**src/rtl/somador_sequencial_if.sv**
```systemverilog
// Handshake and operand/result bundle for the
// multi-cycle adder/subtractor.
interface somador_sequencial_if #(
  parameter int WIDTH = 8
);
  logic             start;
  logic             sub;
  logic [WIDTH-1:0] a;
  logic [WIDTH-1:0] b;
  logic             c_in;
  logic             ready;
  logic             busy;
  logic             done;
  logic [WIDTH-1:0] out;
  logic             c_out;
  logic             ovf;

  modport master (
    output start, sub, a, b, c_in,
    input  ready, busy, done, out, c_out, ovf
  );

  modport slave (
    input  start, sub, a, b, c_in,
    output ready, busy, done, out, c_out, ovf
  );
endinterface

```
**src/rtl/somador_sequencial.sv**
```systemverilog
// Multi-cycle adder/subtractor: CHUNK bits per
// clock, LSB slice first, carry kept between slices.
module somador_sequencial #(
  parameter int WIDTH = 8,
  parameter int CHUNK = 4
) (
  input logic clk,
  input logic rst,
  somador_sequencial_if.slave bus
);
  localparam int NCHUNK = WIDTH / CHUNK;
  localparam int IW = (NCHUNK > 1) ? $clog2(NCHUNK) : 1;

  typedef enum logic [1:0] {
    IDLE,
    RUN,
    DONE
  } state_t;

  state_t           state_q;
  state_t           state_d;
  logic [WIDTH-1:0] a_q;
  logic [WIDTH-1:0] b_q;
  logic             carry_q;
  logic [IW-1:0]    idx_q;
  logic [WIDTH-1:0] out_q;
  logic             c_out_q;
  logic             ovf_q;

  logic [CHUNK-1:0] a_sl;
  logic [CHUNK-1:0] b_sl;
  logic [CHUNK:0]   sum;
  logic             msb_cin;
  logic             last;

  // State register
  always_ff @(posedge clk) begin
    if (rst) state_q <= IDLE;
    else     state_q <= state_d;
  end

  // Next-state logic
  always_comb begin
    state_d = state_q;
    unique case (state_q)
      IDLE:    if (bus.start) state_d = RUN;
      RUN:     if (last) state_d = DONE;
      DONE:    state_d = IDLE;
      default: state_d = IDLE;
    endcase
  end

  // Current slice sum and carry into the MSB
  always_comb begin
    a_sl    = a_q[idx_q*CHUNK +: CHUNK];
    b_sl    = b_q[idx_q*CHUNK +: CHUNK];
    sum     = {1'b0, a_sl} + {1'b0, b_sl}
            + {{CHUNK{1'b0}}, carry_q};
    msb_cin = a_sl[CHUNK-1] ^ b_sl[CHUNK-1]
            ^ sum[CHUNK-1];
    last    = (idx_q == IW'(NCHUNK - 1));
  end

  // Operand capture and slice-wise accumulation
  always_ff @(posedge clk) begin
    if (rst) begin
      a_q     <= '0;
      b_q     <= '0;
      carry_q <= 1'b0;
      idx_q   <= '0;
      out_q   <= '0;
      c_out_q <= 1'b0;
      ovf_q   <= 1'b0;
    end else begin
      unique case (state_q)
        IDLE: begin
          if (bus.start) begin
            a_q     <= bus.a;
            b_q     <= bus.sub ? ~bus.b : bus.b;
            carry_q <= bus.sub ? 1'b1 : bus.c_in;
            out_q   <= '0;
            idx_q   <= '0;
          end
        end
        RUN: begin
          out_q[idx_q*CHUNK +: CHUNK] <= sum[CHUNK-1:0];
          carry_q <= sum[CHUNK];
          idx_q   <= idx_q + 1'b1;
          if (last) begin
            c_out_q <= sum[CHUNK];
            ovf_q   <= msb_cin ^ sum[CHUNK];
          end
        end
        default: ;
      endcase
    end
  end

  assign bus.ready = (state_q == IDLE);
  assign bus.busy  = (state_q == RUN);
  assign bus.done  = (state_q == DONE);
  assign bus.out   = out_q;
  assign bus.c_out = c_out_q;
  assign bus.ovf   = ovf_q;
endmodule

```
**src/flat_wrapper.sv**
```systemverilog
// flat-port wrapper written by rule: the top's interface ports become plain ports
module somador_sequencial_flat 
#(
  parameter int WIDTH = 8,
  parameter int CHUNK = 4
)
  (clk, rst, bus_start, bus_sub, bus_a, bus_b, bus_c_in, bus_ready, bus_busy, bus_done, bus_out, bus_c_out, bus_ovf);
  somador_sequencial_if #(.WIDTH(WIDTH)) bus_i ();
  input logic clk;
  input logic rst;
  input wire logic [$bits(bus_i.start)-1:0] bus_start;
  input wire logic [$bits(bus_i.sub)-1:0] bus_sub;
  input wire logic [$bits(bus_i.a)-1:0] bus_a;
  input wire logic [$bits(bus_i.b)-1:0] bus_b;
  input wire logic [$bits(bus_i.c_in)-1:0] bus_c_in;
  output wire logic [$bits(bus_i.ready)-1:0] bus_ready;
  output wire logic [$bits(bus_i.busy)-1:0] bus_busy;
  output wire logic [$bits(bus_i.done)-1:0] bus_done;
  output wire logic [$bits(bus_i.out)-1:0] bus_out;
  output wire logic [$bits(bus_i.c_out)-1:0] bus_c_out;
  output wire logic [$bits(bus_i.ovf)-1:0] bus_ovf;
  assign bus_i.start = bus_start;
  assign bus_i.sub = bus_sub;
  assign bus_i.a = bus_a;
  assign bus_i.b = bus_b;
  assign bus_i.c_in = bus_c_in;
  assign bus_ready = bus_i.ready;
  assign bus_busy = bus_i.busy;
  assign bus_done = bus_i.done;
  assign bus_out = bus_i.out;
  assign bus_c_out = bus_i.c_out;
  assign bus_ovf = bus_i.ovf;
  somador_sequencial #(.WIDTH(WIDTH), .CHUNK(CHUNK)) u_core (.clk(clk), .rst(rst), .bus(bus_i));
endmodule
```
**config.mk**
```make
export PLATFORM = sky130hd
export DESIGN_NAME = somador_sequencial_flat
export DESIGN_NICKNAME = d
export VERILOG_FILES = /design/src/rtl/somador_sequencial_if.sv /design/src/rtl/somador_sequencial.sv /design/src/flat_wrapper.sv
export SDC_FILE = /design/constraint.sdc
export NUM_CORES = 1
export LEC_CHECK = 0
export ABC_CLOCK_PERIOD_IN_PS = 8050
export CORE_MARGIN = 1.5
export CORE_UTILIZATION = 51
export DETAILED_ROUTE_END_ITERATION = 16
export PLACE_DENSITY = 0.83
export SLEW_MARGIN = 5
export SYNTH_ARGS = -nofsm -noshare
export SYNTH_HDL_FRONTEND = slang
export SYNTH_SLANG_ARGS = --single-unit
```
**constraint.sdc**
```tcl
create_clock -name clk -period 8.05 [get_ports clk]
set_input_delay 1.2075 -clock clk [delete_from_list [all_inputs] [get_ports clk]]
set_output_delay 1.2075 -clock clk [all_outputs]
set_load 0.01 [all_outputs]
```
==> run_results.csv <==
group,metric,value,unit
clocking,holdBufCountCts,0,
route,drtAntennaViolNets,0,
clocking,cts-root-buf,"clkbuf_4",
clocking,clock-sinks,30,
place,post-place-cells,201,
worst_setup_path,cp.arrival,3.05,ns
route,vias_per_cell,5.23,
worst_setup_path,r2r-start,"u_core.idx_q$_SDFFE_PP0P_",
grt,grt_use_met1,0.243,
hold_path,hold_class,"reg -> reg",
clocking,cts_buffers,5,
clocking,cts_setup_buffers,0,
layout,fillers,205,
status,status,"finished clean",
die,die_y,54.6,µm
logic_synthesis,syn-num-nets,172,
grt,grt_antenna_before_repair,0,
die,rows,18,
die,core,2500,µm²
grt,met3_usage,0.0574,
clocking,clk_path_buf_depth,2,
timing,min_period,2.86,ns
run,maxCapViolCount,0,
grt,grt_first_pass_wirelength,4130,µm
clocking,path_clk_slew,0.09,ns
layout,drive_gt1_frac,0.0950,
timing,whs,0.459,ns
power,powerDensity,187,nW/µm²
grt,track_usage,0.204,
die,initial_core_util,0.544,
clocking,clk_latency,0.33,ns
route,drt_first_pass_iters,4,
timing,finalSetupViolCount,0,
timing,period_share,0.356,
logic_synthesis,synth_top_cell_area_share,0.442,
die,io_pins,34,
grt,grt-ovfl-total,0,
logic_synthesis,synth_top_area_cell,"dfxtp_1",
layout,diodes,0,
grt,grt_use_met2,0.329,
route,routedWlPerCell,12.6,µm
timing,worstMarginPinSlew,1.05,ns
worst_setup_path,crit_path_end_kind,"flop",
layout,stdcell_count,209,
grt,grt_pass1_vias,918,
timing,fin_tns_setup,0,ns
logic_synthesis,yosys_register_bits,30,
die,die_w,54.6,µm
place,port_buffers,33,
route,first_iter_violations,26,
route,vias,1093,
worst_setup_path,reg2reg_to,"u_core.bus.ovf$_SDFFE_PP0P_",
clocking,cts.repair.resized,0,
timing,relSlewSlack,0.299,
worst_setup_path,crit_path_start,"bus_start",
timing,maxSlewViolCount,0,
route,postRouteWirelength,2640,µm
power,total_power,0.000326,W
layout,layout.nets,204,
grt,busiest_layer,"met2",
worst_setup_path,reg2reg_depth,7,
logic_synthesis,ys_top_cells_by_area,"dfxtp_1 44%, mux2_2 6.6%, nor2_1 6.3%",
worst_setup_path,cp_max_fo,28,
logic_synthesis,avgSynthCellArea,9.32,µm²
hold_path,whs_path_depth,2,
logic_synthesis,synth_cell_types,26,
grt,grt_max_degree,33,
logic_synthesis,synth_area,1360,µm²
power,p_leak,0.673,nW
place,place.gp.congestion,0.725,
logic_synthesis,synth_warnings,0,
worst_setup_path,critPathRequiredTime,8.23,ns
place,dp_hpwl,1930,µm
logic_synthesis,ys_seq_area_frac,0.442,
hold_path,worstHoldEndpoint,"u_core.a_q[0]$_SDFFE_PP0P_",
worst_setup_path,rrSetupSlack,5.23,ns
timing,fmax,349,MHz
logic_synthesis,synthCells,146,
worst_setup_path,path_class,"in -> reg",
hold_path,min-delay-start,"u_core.a_q[0]$_SDFFE_PP0P_",
clocking,cts_max_level,2,
timing,rsz0062_at_grt,"no",
clocking,cts_tree,"yes",
route,drc_errors,0,
layout,areaGrowthSynthToFinish,28.2,%
worst_setup_path,crit_path_start_kind,"input port",
timing,finClkSkew,0.0117,ns
timing,finalHoldViolCount,0,
power,max-vdd-ir-drop,0.148,mV
die,design.die.area,2990,µm²
power by group:
| group | total (W) | internal, W | switching (W) |
|---|---|---|---|
| sequential | 0.000166 | 0.000159 | 0.00000737 |
| clock | 0.0000926 | 0.0000423 | 0.0000504 |
| combinational | 0.0000674 | 0.0000353 | 0.0000321 |
| total | 0.000326 | 0.000236 | 0.0000899 |
state kept, by name (all words and copies together), names as in the netlist:
| signal | cells |
|---|---|
| u_core.bus.out | 8 |
| u_core.a_q | 8 |
| u_core.bus.c_out | 1 |
| u_core.carry_q | 1 |
| u_core.state_q | 2 |
| u_core.bus.ovf | 1 |
| u_core.idx_q | 1 |
| u_core.b_q | 8 |
Yosys cell counts:
cell type  instances
nor3b_4            1
a21o_1             2
fa_1               2
xor2_1             2
buf_2              2
buf_4              1
buf_6              1
ha_1               3
nand3b_1           2
nand2_1           19
o21ai_0            2
nor3b_2            1
mux2_2             8
clkbuf_1           3
a31oi_1            1
and3b_1            1
nand2b_1           2
xnor2_1            9
nor2b_1            2
nor2_1            23
buf_1              1
a22oi_1            6
o31ai_1            1
a211oi_1          10
a21oi_1           11
dfxtp_1           30
kinds of logic (layout without fill, tap and decap cells):
family,after synthesis,count (layout),synth area share
AO/OA/AOI/OAI,33,33,0.157
flip-flops,30,30,0.442
buffers and inverters,8,41,0.0322
multiplexers,8,8,0.0662
adder cells (fa/ha/maj),5,5,0.0570
XOR/XNOR,11,11,0.0708
AND/OR/NAND/NOR,51,51,0.175
stage by stage:
step / utilization / cell area [µm²] / setup WS, ns
2_1_floorplan: - / 1360 / 5.42
3_3_place_gp: 0.674 / 1680 / 4.93
3_5_place_dp: 0.674 / 1680 / 4.86
4_1_cts: 0.698 / 1740 / 5.18
5_1_grt: 0.698 / 1740 / 5.03
6_report: 0.698 / 1740 / 5.19
worst max-delay path by stage:
stage	endpoint	slack (ns)	cells after the start
finish	u_core.bus.out[2]$_SDFFE_PP0P_	5.19	5
global route	u_core.bus.out[2]$_SDFFE_PP0P_	5.03	5
CTS	bus_busy	5.18	2
detailed placement	u_core.bus.out[2]$_SDFFE_PP0P_	4.86	5
global placement	u_core.bus.out[2]$_SDFFE_PP0P_	4.93	5
floorplan	u_core.bus.ovf$_SDFFE_PP0P_	5.42	8
layout make-up:
class                      count  area, µm²  share of cell area
clock inverter                 1       5.00             0.00287
clock buffer                   7       55.1              0.0316
sequential                    30        601               0.344
tap                           30       37.5              0.0215
multi-input combinational    108        716               0.410
timing repair buffer          33        330               0.189
placed cells by master, fill, tap and decap left out, types with 2 or more instances in the layout:
master and n:
clkdlybuf4s50_1 33, a211oi_1 10, clkbuf_4 5, xor2_1 2
ha_1 3, a21oi_1 11, mux2_2 8, fa_1 2
a21o_1 2, nor2b_1 2, a22oi_1 6, xnor2_1 9
dfxtp_1 30, nand3b_1 2, nor2_1 23, nand2b_1 2
nand2_1 19, o21ai_0 2
layer usage:
layer	up-vias	wire, µm
met1	486	1150
met2	34	1290
met5	-	0
li1	567	-
met4	0	59
met3	6	137
worst max-delay path, stage by stage:
cell and delay (ns):
clkdlybuf4s50_1 0.48, nor3b_4 0.82, nor2_1 0.24, a22oi_1 0.24, nor2_1 0.06
Note: power is estimated with default switching activity, not from simulation.
